[config.mk]
export PLATFORM = sky130hd
export DESIGN_NAME = muxn_rr_reg
export DESIGN_NICKNAME = d
export VERILOG_FILES = /design/src/rtl/muxn_rr_reg.sv
export SDC_FILE = /design/constraint.sdc
export NUM_CORES = 1
export LEC_CHECK = 0
export ABC_AREA = 1
export CORE_AREA = 5 5 86 48
export CTS_BUF_LIST = sky130_fd_sc_hd__clkbuf_4 sky130_fd_sc_hd__clkbuf_8 sky130_fd_sc_hd__clkbuf_16
export CTS_CLUSTER_DIAMETER = 30
export DETAILED_ROUTE_END_ITERATION = 6
export DIE_AREA = 0 0 91 53
export PLACE_DENSITY = 0.87
export SLEW_MARGIN = 10
export SYNTH_ARGS = -nofsm -noshare
export SYNTH_HDL_FRONTEND = slang
export SYNTH_SLANG_ARGS = --single-unit
[constraint.sdc]
create_clock -name clk -period 2.9 [get_ports clk]
set_input_delay 0.435 -clock clk [delete_from_list [all_inputs] [get_ports clk]]
set_output_delay 0.435 -clock clk [all_outputs]
set_load 0.005 [all_outputs]
[src/rtl/muxn_rr_reg.sv]
// muxn_rr_reg: registered N-channel selector with a one-entry output register.
// Arbitration is round-robin (mode=0) or a fixed channel select (mode=1).
// The winning beat is captured into out_data/out_sel/out_valid.
//
// Optional packet lock is enabled by defining MUXN_LOCK_EN. It adds in_last,
// out_last and a lock_state debug output. Once a channel sends a beat with
// in_last=0, that channel keeps the grant until it sends its in_last=1 beat.
//
// Handshake: a beat moves on a port in any cycle where valid and ready are
// both high at the rising clock edge. A source must hold valid and data
// stable until that transfer happens. in_ready is derived from in_valid, so
// in_valid must never depend on in_ready. out_valid does not depend on
// out_ready.
module muxn_rr_reg #(
    parameter int WIDTH    = 8,
    parameter int CHANNELS = 4,
    parameter int SELW     = $clog2(CHANNELS)
) (
    input  logic                      clk,
    input  logic                      reset_n,
    input  logic [CHANNELS-1:0]       in_valid,
    input  logic [CHANNELS*WIDTH-1:0] in_data,
    output logic [CHANNELS-1:0]       in_ready,
    input  logic                      mode,
    input  logic [SELW-1:0]           sel,
    output logic                      out_valid,
    output logic [WIDTH-1:0]          out_data,
    output logic [SELW-1:0]           out_sel,
`ifdef MUXN_LOCK_EN
    input  logic [CHANNELS-1:0]       in_last,
    output logic                      out_last,
    output logic [0:0]                lock_state,
`endif
    input  logic                      out_ready
);

`ifdef MUXN_LOCK_EN
    localparam logic [0:0] ST_UNLOCKED = 1'b0;
    localparam logic [0:0] ST_LOCKED   = 1'b1;

    logic [0:0]      lock_state_q, lock_state_d;
    logic [SELW-1:0] lock_ch_q, lock_ch_d;
    logic            out_last_q, out_last_d;
`endif

    logic             out_valid_q, out_valid_d;
    logic [WIDTH-1:0] out_data_q, out_data_d;
    logic [SELW-1:0]  out_sel_q, out_sel_d;
    logic [SELW-1:0]  last_q, last_d;

    logic             load_ok;
    logic             grant_any;
    logic [SELW-1:0]  grant_idx;
    logic             in_fire;
    int               scan_idx;
    logic [SELW-1:0]  scan_sel;

    // The output register can accept a new beat when it is empty or draining.
    assign load_ok = !out_valid_q || out_ready;
    assign in_fire = grant_any && load_ok;

    // Grant selection: lock override, then fixed select, then round-robin from last+1.
    always_comb begin
        grant_any = 1'b0;
        grant_idx = '0;
        scan_idx  = 0;
        scan_sel  = '0;
`ifdef MUXN_LOCK_EN
        if (lock_state_q == ST_LOCKED) begin
            grant_idx = lock_ch_q;
            grant_any = in_valid[lock_ch_q];
        end else
`endif
        if (mode) begin
            // Out-of-range select grants nothing.
            if (int'(sel) < CHANNELS) begin
                grant_idx = sel;
                grant_any = in_valid[sel];
            end
        end else begin
            for (int k = 1; k <= CHANNELS; k++) begin
                scan_idx = (int'(last_q) + k) % CHANNELS;
                scan_sel = SELW'(scan_idx);
                if (!grant_any && in_valid[scan_sel]) begin
                    grant_any = 1'b1;
                    grant_idx = scan_sel;
                end
            end
        end
    end

    // At most one ready bit: only the granted channel, and only when the register can load.
    always_comb begin
        in_ready = '0;
        if (in_fire) begin
            in_ready[grant_idx] = 1'b1;
        end
    end

    // Next-state logic for the output register and the round-robin pointer.
    always_comb begin
        out_valid_d = out_valid_q;
        out_data_d  = out_data_q;
        out_sel_d   = out_sel_q;
        last_d      = last_q;
        if (in_fire) begin
            out_valid_d = 1'b1;
            out_data_d  = in_data[int'(grant_idx)*WIDTH +: WIDTH];
            out_sel_d   = grant_idx;
            // Fixed-select traffic leaves the round-robin history alone.
            if (!mode) begin
                last_d = grant_idx;
            end
        end else if (out_valid_q && out_ready) begin
            out_valid_d = 1'b0;
        end
    end

`ifdef MUXN_LOCK_EN
    // Packet lock FSM: lock on a non-last beat, release on the last beat.
    always_comb begin
        lock_state_d = lock_state_q;
        lock_ch_d    = lock_ch_q;
        out_last_d   = out_last_q;
        if (in_fire) begin
            out_last_d = in_last[grant_idx];
            if (lock_state_q == ST_UNLOCKED) begin
                if (!in_last[grant_idx]) begin
                    lock_state_d = ST_LOCKED;
                    lock_ch_d    = grant_idx;
                end
            end else if (in_last[grant_idx]) begin
                lock_state_d = ST_UNLOCKED;
            end
        end
    end

    // Lock state registers.
    always_ff @(posedge clk or negedge reset_n) begin
        if (!reset_n) begin
            lock_state_q <= ST_UNLOCKED;
            lock_ch_q    <= '0;
            out_last_q   <= 1'b0;
        end else begin
            lock_state_q <= lock_state_d;
            lock_ch_q    <= lock_ch_d;
            out_last_q   <= out_last_d;
        end
    end

    assign out_last   = out_last_q;
    assign lock_state = lock_state_q;
`endif

    // Output register and pointer; reset puts last at CHANNELS-1 so channel 0 wins first.
    always_ff @(posedge clk or negedge reset_n) begin
        if (!reset_n) begin
            out_valid_q <= 1'b0;
            out_data_q  <= '0;
            out_sel_q   <= '0;
            last_q      <= SELW'(CHANNELS - 1);
        end else begin
            out_valid_q <= out_valid_d;
            out_data_q  <= out_data_d;
            out_sel_q   <= out_sel_d;
            last_q      <= last_d;
        end
    end

    assign out_valid = out_valid_q;
    assign out_data  = out_data_q;
    assign out_sel   = out_sel_q;

endmodule

==> impl_metrics.py, run 1 <==
metrics = {
    "drt": {
        "ant_nets": 0,
        "dr.pass1.iters": 4,
        "drt-total-wl_um": 4004,
        "drtIter0Drc": 141,
        "routed_via_density": 4.682,
        "wl_per_cell_um": 12.13,
        "remaining_drc_errors": 0,
        "vias": 1545,
    },
    "timing": {
        "fin_crit_ps": 2808,
        "worstMarginPinSlew_ps": 577.4,
        "skew_ps": 2.419,
        "setup_viol": 0,
        "max_freq_ghz": 0.3562,
        "setup_ws_ps": 92.30,
        "hold_viol": 0,
        "fin_crit_sh_pct": 96.82,
        "relSlewSlack_pct": 61.38,
        "finalMaxSlewViolations": 0,
    },
    "placement": {
        "place_hpwl_um": 3212,
        "portBuffers": 56,
        "dpl_worst_slack_ps": -61.16,
        "place_congestion": 0.8988,
    },
    "setup_path": {
        "cpLargestDelayFamily": "simple AND/OR/NAND/NOR gates",
        "crit_buf_inv": 3,
        "critPathSlowestCell": "dfstp_2",
        "cp_cell_sequence": "inv_8, nand2_1, nand2_1, nand2_2, nand2_4, nor2_4, nand2_2, o21ai_2, nand3_2, nand2_4, buf_4, nor3_1, dlygate4sd2_1",
        "worstSetupStartpointType": "flip-flop",
        "required_ps": 2470,
        "path_max_fanout": 10,
        "end_kind": "primary output",
        "worstSetupPathType": "flip-flop to primary output",
        "cp_slowest_stage_delay_ps": 660,
        "arrival_ps": 2370,
    },
    "synth": {
        "yosys_warnings": 0,
        "synth_top_area_share_pct": 21.59,
        "synth_area_leaders": "dfrtp_1 22%, nand2_1 21%, nand3_1 15%",
        "seq_area_frac_synth_pct": 25.71,
        "async_flop_share_pct": 100.0,
        "ys_seq_elements": 13,
        "yosysTopAreaCell": "dfrtp_1",
        "syn_area_mm2": 0.001275,
        "synth_cell_types": 27,
        "synth.most_common_cell": "nand2_1",
        "synth_edf_count": 0,
        "syn_inst": 210,
        "avgSynthCellArea_um2": 6.071,
        "synth_ff_type": "dfrtp_1",
        "synthTopCellsByCount": "72 x nand2_1, 38 x nand3_1, 36 x inv_1, 11 x dfrtp_1, 10 x nand2_2",
        "synth_nets": 252,
    },
    "floorplan": {
        "rows": 15,
        "io_pins": 57,
        "dieWidth_um": 91,
        "die_area_mm2": 0.004823,
        "die_h_um": 53,
        "placeableCoreArea_mm2": 0.003284,
        "initial_core_util_pct": 38.82,
    },
    "grt": {
        "grt_use_met3_pct": 6.108,
        "grt_max_degree": 14,
        "grt-ovfl-total": 0,
        "busiest_layer": "met2",
        "grt_util_all_layers_pct": 16.64,
        "gr-usage-met2_pct": 25.72,
        "grt_pass1_wl_um": 6299,
        "grt_pass1_vias": 1379,
        "use_met1_pct": 21.88,
        "antenna_found_initial": 0,
    },
    "power": {
        "combPwrFrac_pct": 71.3,
        "p_sw_share_pct": 46.13,
        "cellPowerDensity_mw_per_mm2": 897.0,
        "p_sw_mw": 0.8615,
        "internal_power_mw": 1.006,
        "peakVddDrop_uv": 463.8,
        "clock_power_share_pct": 9.3,
        "power.total_mw": 1.868,
        "p_seq_share_pct": 19.4,
        "power_leakage_nw": 1.105,
    },
    "clock_tree": {
        "root_buffer": "clkbuf_8",
        "h-tree-depth": 1,
        "cts_tree": "done",
        "cts.sinks": 13,
        "clkLatencyLatePin_ps": 250,
        "cts_buffers": 3,
        "path_clk_slew_ps": 60,
        "clock_tree.buffer_depth": 2,
    },
    "cells_and_area": {
        "ff_latch_area_um2": 327.8,
        "finalNetCount": 331,
        "fillCellCount": 282,
        "syn2layout_area_growth_pct": 63.30,
        "multi_input_area_um2": 763.2,
        "antenna_cells": 0,
        "drive_above_1_share_pct": 22.22,
    },
    "flow_run": {
        "drv_cap": 0,
    },
    "run_status": {
        "status": "finished clean",
    },
    "min_path": {
        "worstHoldPathType": "flip-flop to flip-flop",
    },
}
==> registers in the layout, summed over array words and instances (netlist names) <==
| name | flops |
|---|---|
| out_valid | 1 |
| out_data | 8 |
| last_q | 2 |
| out_sel | 2 |
==> power by group through the flow <==
stage	registers, mW	clock network, mW	logic, mW
4_1_cts	0.362	0.177	1.22
3_5_place_dp	0.367	0	1.19
6_report	0.362	0.174	1.33
2_1_floorplan	0.338	0	0.768
5_1_grt	0.372	0.188	1.45
3_3_place_gp	0.364	0	1.17
==> repair_timing <==
| action | in CTS | in global routing |
|---|---|---|
| setup endpoints to repair | 4 | 4 |
| setup buffers | 2 | 5 |
| gates resized for setup | 4 | 13 |
| pin swaps | 0 | 4 |
| hold buffers | 0 | 0 |
| endpoints found under the hold margin | 0 | 0 |
==> routing by layer <==
metal  wire length (um)  up-vias
met4                 31        0
met2               1808       58
met1               1831      680
met5                  0        -
li1                   -      801
met3                332        6
==> final cells by class <==
cell class                 count  area share [%]
inverter                      43           8.233
tap                           42           2.524
sequential                    13           15.75
multi-input combinational    150           36.66
clock buffer                   4           2.344
timing repair buffer          78           34.50
==> worst min-delay path, delay by kind of cell, from the launching register on <==
kind	cells	cell delay [ps]
and+or+nand+nor	2	120
DFF	1	340
==> through the flow <==
step           setup TNS, ps  utilization (%)  hold slack [ps]  area [um2]  std cells
3_5_place_dp          -166.8            59.50            475.1        1954        319
6_report                   0            63.39            489.2        2082        330
3_3_place_gp          -16.53            59.50            465.4        1954        319
4_1_cts                    0            61.30            489.8        2013        325
5_1_grt               -28.58            63.39            522.4        2082        330
2_1_floorplan              0                -            139.4        1275        210
==> placed cells by master, fill, tap and decap left out <==
| cell type | synthesis | final |
|---|---|---|
| clkbuf_8 | 0 | 3 |
| clkbuf_4 | 0 | 1 |
| o2111ai_1 | 1 | 1 |
| a21oi_1 | 1 | 1 |
| o21ai_1 | 4 | 3 |
| clkdlybuf4s15_1 | 0 | 1 |
| nand2_1 | 72 | 69 |
| or2_1 | 3 | 3 |
| nand3_1 | 38 | 37 |
| nor2_2 | 2 | 2 |
| nor2_1 | 4 | 3 |
| clkbuf_2 | 0 | 1 |
| nor3_1 | 1 | 1 |
| clkdlybuf4s50_1 | 0 | 52 |
| o21ai_2 | 0 | 1 |
| dlygate4sd2_1 | 0 | 2 |
| nand2_4 | 1 | 3 |
| dfstp_2 | 2 | 2 |
| dfrtp_1 | 11 | 11 |
| nand3_2 | 2 | 3 |
| o21ai_0 | 1 | 1 |
| inv_8 | 1 | 1 |
| nand3_4 | 1 | 1 |
| nand2_2 | 10 | 11 |
| nand3b_1 | 1 | 1 |
| nand4_1 | 3 | 3 |
| nor2_4 | 2 | 3 |
| inv_4 | 1 | 1 |
| inv_1 | 36 | 35 |
| inv_2 | 5 | 6 |
| buf_4 | 2 | 22 |
| or2_2 | 3 | 3 |
==> cell families (layout without fill, tap and decap cells) <==
logic type	count (synthesis)	in the layout	synth area share, %
buffers and inverters	47	125	17.08
DFF	13	13	25.71
AOI/OAI and AO/OA	7	7	3.042
and+or+nand+nor	143	143	54.17
==> path summary, 6_finish.rpt <==
kind | startpoint | endpoint | slack, ps | depth (start not counted)
setup / recovery | last_q[0] | in_ready[0] | 90 | 13
hold / removal | out_data[5] | out_data[5] | 490 | 2
max in group asynchronous | reset_n | out_data[2] | 1960 | 1
min in group asynchronous | reset_n | out_data[4] | 560 | 1
setup reg to reg | last_q[0] | out_data[4] | 520 | 15
hold reg to reg | out_data[5] | out_data[5] | 490 | 2
No activity file was read; power rests on OpenSTA's default activity.
==> run 2, diff against run 1 <==
Settings changed: SKIP_LAST_GASP set to 1.
==> impl_metrics.py, run 2 (synthesis gave the netlist of run 1 again) <==
metrics = {
    "power": {
        "internal_power_mw": 1.023,
        "power_leakage_nw": 1.127,
        "cellPowerDensity_mw_per_mm2": 906.5,
        "p_sw_share_pct": 46.14,
        "clock_power_share_pct": 9.2,
        "p_seq_share_pct": 19.1,
        "peakVddDrop_uv": 469.6,
        "p_sw_mw": 0.8760,
        "combPwrFrac_pct": 71.8,
    },
    "cells_and_area": {
        "largest_reg_flops": 8,
        "antenna_cells": 0,
        "syn2layout_area_growth_pct": 64.28,
        "final_cell_mix": "69 x nand2_1, 52 x clkdlybuf4s50_1, 37 x nand3_1",
        "drive_above_1_share_pct": 22.15,
        "final_core_utilization_pct": 63.77,
        "finalNetCount": 332,
        "final_common_cell": "nand2_1",
        "postLayoutCellArea_mm2": 0.002095,
    },
    "floorplan": {
        "dieWidth_um": 91,
        "rows": 15,
        "die_area_mm2": 0.004823,
        "io_pins": 57,
        "initial_core_util_pct": 38.82,
        "placeableCoreArea_mm2": 0.003284,
        "die_h_um": 53,
    },
    "min_path": {
        "worstHoldPathType": "flip-flop to flip-flop",
        "min_to": "out_data[5]",
        "min_from": "out_data[5]",
        "holdPathStages": 2,
    },
    "timing": {
        "setup_tns_ps": 0,
        "finalMaxSlewViolations": 0,
        "fin_hold_ws_ps": 489.2,
        "max_freq_ghz": 0.3543,
        "hold_viol": 0,
        "fin_crit_ps": 2822,
        "skew_ps": 1.374,
        "fin_crit_sh_pct": 97.32,
        "relSlewSlack_pct": 60.95,
        "setup_viol": 0,
        "worstMarginPinSlew_ps": 584.0,
    },
    "run_status": {
        "status": "finished clean",
    },
    "drt": {
        "routed_via_density": 4.707,
        "drt-total-wl_um": 4059,
        "wl_met2_um": 1791,
        "dr.pass1.iters": 4,
        "met1_length_um": 1842,
        "ant_nets": 0,
        "top_layer": "met4",
        "remaining_drc_errors": 0,
        "drtIter0Drc": 140,
        "vias": 1558,
        "wl_per_cell_um": 12.26,
        "wl_met3_um": 367,
    },
    "placement": {
        "place_hpwl_um": 3212,
        "placed_area_mm2": 0.001954,
        "portBuffers": 56,
        "place_congestion": 0.8988,
    },
    "clock_tree": {
        "clock_tree.buffer_depth": 2,
        "root_buffer": "clkbuf_8",
        "clkLatencyLatePin_ps": 250,
        "cts_buffers": 3,
        "cts.sinks": 13,
        "hold_buffers": 0,
        "h-tree-depth": 1,
        "cts_tree": "done",
        "path_clk_slew_ps": 50,
    },
    "grt": {
        "grt_max_degree": 14,
        "grt_pass1_wl_um": 6299,
        "grt-ovfl-total": 0,
        "grt_pass1_vias": 1379,
        "antenna_found_initial": 0,
        "grt_util_all_layers_pct": 16.64,
    },
    "setup_path": {
        "required_ps": 2470,
        "rr_worst_depth": 15,
        "r2r_slack_ps": 480,
        "r2r-start": "last_q[0]",
        "worstSetupPathType": "flip-flop to primary output",
        "arrival_ps": 2390,
        "worstSetupStartpointType": "flip-flop",
        "path_max_fanout": 10,
        "r2r_end": "out_data[6]",
        "end_kind": "primary output",
    },
    "flow_run": {
        "drv_cap": 0,
    },
}
## run 2: cell types whose count changed in the layout (fill, tap and decap cells not counted)
cell / previous run / this run
nor2_1: 3 / 4
dlymetal6s2s_1: 0 / 1
nor3_1: 1 / 0
buf_4: 22 / 23
nor2_2: 2 / 1
nor3_2: 0 / 1
clkdlybuf4s15_1: 1 / 0
inv_2: 6 / 5
inv_1: 35 / 36
## run 2: final cells by class
type	instances	area, um2
fillers	277	1190
multi-input cells	150	765.7
repair buffers	79	728.2
flip-flops and latches	13	327.8
inverters	43	171.4
well taps	42	52.55
clock buffers	4	48.80
## run 2: worst max-delay path, stage by stage (launching register included)
cell and delay [ps]:
dfstp_2 660, inv_8 70, nand2_1 70, nand2_2 60, nand2_2 100, nand2_4 80, nor2_4 170, buf_4 140
nand3_1 70, nand3_2 90, nand3_4 80, nand2_4 110, nand2_1 80, nor2_1 90, dlygate4sd2_1 240
## run 2: per-layer routing
layer,vias to the layer above,GRT usage (%)
met3,12,6.108
met5,-,0
li1,803,-
met1,674,21.88
met2,69,25.72
met4,0,4.634
## run 2: power by group through the flow
stage	registers, mW	logic [mW]	clock network, mW
final	0.362	1.36	0.174
after global routing	0.372	1.48	0.188
after CTS	0.362	1.22	0.177
after detailed placement	0.367	1.19	0
after global placement	0.364	1.17	0
after floorplan	0.338	0.768	0
## run 2: how the worst max path moves through the flow
stage	from	endpoint	slack, ps	cells past startpoint
2_1_floorplan	last_q[0]	in_ready[1]	680	14
3_3_place_gp	mode	in_ready[3]	-20	11
3_5_place_dp	in_valid[3]	in_ready[2]	-60	14
4_1_cts	last_q[0]	in_ready[2]	-100	14
5_1_grt	last_q[0]	in_ready[1]	-30	14
6_report	last_q[0]	in_ready[1]	80	14
## run 2: per-stage QoR
step / power (mW) / setup WS, ps / std cells
after floorplan: 1.106 / 681.9 / 210
after global placement: 1.529 / -16.53 / 319
after detailed placement: 1.561 / -61.16 / 319
after CTS: 1.760 / -100.1 / 325
after global routing: 2.040 / -31.09 / 331
final: 1.899 / 77.63 / 331
## run 2: what timing repair did
action / CTS / global route
setup buffers: 2 / 7
pin swaps: 0 / 5
gates cloned: 0 / 0
setup endpoints to repair: 4 / 4
resized for setup: 3 / 12
==> run 3, diff against run 2 <==
Clock period 2.9 ns to 2.7 ns, I/O delays scaled along.
==> impl_metrics.py, run 3 (synthesis gave the netlist of run 1 again) <==
metrics = {
    "drt": {
        "routed_via_density": 4.795,
        "drt-total-wl_um": 4533,
        "drtIter0Drc": 147,
        "wl_per_cell_um": 13.10,
        "remaining_drc_errors": 0,
        "dr.pass1.iters": 7,
        "ant_nets": 0,
        "vias": 1659,
    },
    "cells_and_area": {
        "final_cell_mix": "61 x nand2_1, 52 x clkdlybuf4s50_1, 35 x nand3_1, 35 x buf_4, 34 x inv_1",
        "drive_above_1_share_pct": 31.25,
        "multi_input_area_um2": 830.8,
        "fillCellCount": 242,
        "largest_reg_flops": 8,
        "syn2layout_area_growth_pct": 77.92,
        "final_core_utilization_pct": 69.07,
        "antenna_cells": 0,
        "ff_latch_area_um2": 327.8,
        "finalNetCount": 347,
        "postLayoutCellArea_mm2": 0.002268,
        "final_common_cell": "nand2_1",
    },
    "power": {
        "power_leakage_nw": 1.210,
        "combPwrFrac_pct": 75.3,
        "p_seq_share_pct": 16.5,
        "p_sw_mw": 1.046,
        "power.total_mw": 2.279,
        "clock_power_share_pct": 8.2,
        "peakVddDrop_uv": 503.8,
        "p_sw_share_pct": 45.90,
        "internal_power_mw": 1.233,
        "cellPowerDensity_mw_per_mm2": 1005,
    },
    "floorplan": {
        "io_pins": 57,
        "rows": 15,
        "die_area_mm2": 0.004823,
        "dieWidth_um": 91,
        "placeableCoreArea_mm2": 0.003284,
        "die_h_um": 53,
        "initial_core_util_pct": 38.82,
    },
    "timing": {
        "fin_crit_ps": 2677,
        "setup_viol": 0,
        "relSlewSlack_pct": 60.63,
        "max_freq_ghz": 0.3735,
        "skew_ps": 6.234,
        "hold_viol": 0,
        "rsz0062_at_grt": "yes",
        "finalMaxSlewViolations": 0,
        "fin_hold_ws_ps": 489.1,
        "worstMarginPinSlew_ps": 588.6,
        "fin_crit_sh_pct": 99.16,
    },
    "setup_path": {
        "end_kind": "primary output",
        "path_max_fanout": 6,
        "worstSetupPathType": "flip-flop to primary output",
        "arrival_ps": 2270,
        "required_ps": 2300,
        "rr_worst_depth": 16,
        "worstSetupStartpointType": "flip-flop",
    },
    "clock_tree": {
        "cts_tree": "done",
        "clkLatencyLatePin_ps": 250,
        "path_clk_slew_ps": 60,
        "cts_buffers": 3,
        "clock_tree.buffer_depth": 2,
        "h-tree-depth": 1,
        "cts.sinks": 13,
        "root_buffer": "clkbuf_8",
    },
    "grt": {
        "antenna_found_initial": 0,
        "grt_pass1_wl_um": 6279,
        "grt_util_all_layers_pct": 16.28,
        "grt_pass1_vias": 1378,
        "grt_max_degree": 14,
        "grt-ovfl-total": 0,
    },
    "run_status": {
        "status": "finished clean",
    },
    "placement": {
        "place_congestion": 0.9380,
        "place_hpwl_um": 3213,
        "placed_area_mm2": 0.002014,
        "portBuffers": 56,
    },
    "min_path": {
        "holdPathStages": 2,
        "worstHoldPathType": "flip-flop to flip-flop",
    },
    "flow_run": {
        "drv_cap": 0,
    },
}
run 3: changes by cell type in the layout (fill, tap and decap cells not counted), moves of 2 or more:
cell,before,now
nand3_1,37,35
nand2_4,3,10
buf_2,0,2
inv_2,5,7
buf_6,0,3
dlygate4sd2_1,2,0
nand3_2,3,5
nor2_1,4,2
inv_1,36,34
nor2_2,1,3
buf_4,23,35
nand2_1,69,61
run 3: cell type report:
type | instances | share of cell area [%]
Timing Repair Buffer | 94 | 36.90
Multi-Input combinational cell | 150 | 36.62
Sequential cell | 13 | 14.45
Inverter | 43 | 7.557
Tap cell | 42 | 2.317
Clock buffer | 4 | 2.151
run 3: repair_timing:
action,4_1_cts,5_1_grt
cloned,0,0
hold buffers,0,0
setup buffers,5,10
gates resized for setup,10,36
setup endpoints to repair,4,4
pin swaps,6,16
run 3: layer usage:
layer	vias to the layer above	routed length [um]	track usage, %
met1	746	1978	22.87
met5	-	0	0
met2	74	2166	25.12
met4	0	0	1.463
li1	839	-	-
met3	0	389	5.398
run 3: path summary, 6_finish.rpt:
check | startpoint | endpoint | slack (ps)
max | last_q[0] | in_ready[3] | 20
min | out_data[5] | out_data[5] | 490
max reg2reg | last_q[0] | out_data[3] | 250
min reg2reg | out_data[5] | out_data[5] | 490
max in group asynchronous | reset_n | out_data[1] | 1780
min in group asynchronous | reset_n | out_sel[1] | 530
run 3: critical path, stage by stage (launching register included):
cell,delay (ps)
dfstp_2,650
buf_6,140
nand2_4,50
nand3_2,80
nand2_2,90
nor2_4,200
buf_6,130
nand4_1,70
nand3b_1,110
nand2_2,100
nor2_4,110
inv_2,70
nor2_2,90
clkbuf_2,120
run 3: power groups by stage:
| stage | clock (mW) | sequential [mW] | combinational (mW) |
|---|---|---|---|
| after global placement | 0 | 0.386 | 1.30 |
| after global routing | 0.197 | 0.388 | 1.87 |
| after detailed placement | 0 | 0.386 | 1.32 |
| after CTS | 0.185 | 0.380 | 1.41 |
| after floorplan | 0 | 0.363 | 0.825 |
| final | 0.186 | 0.377 | 1.72 |
run 3: metrics by stage:
step	setup slack [ps]	instances	TNS, ps
floorplan	511.9	210	0
CTS	-55.71	336	-55.71
global placement	-154.1	327	-542.4
global route	-126.9	346	-337.9
detailed placement	-226.0	327	-768.5
finish	22.57	346	0
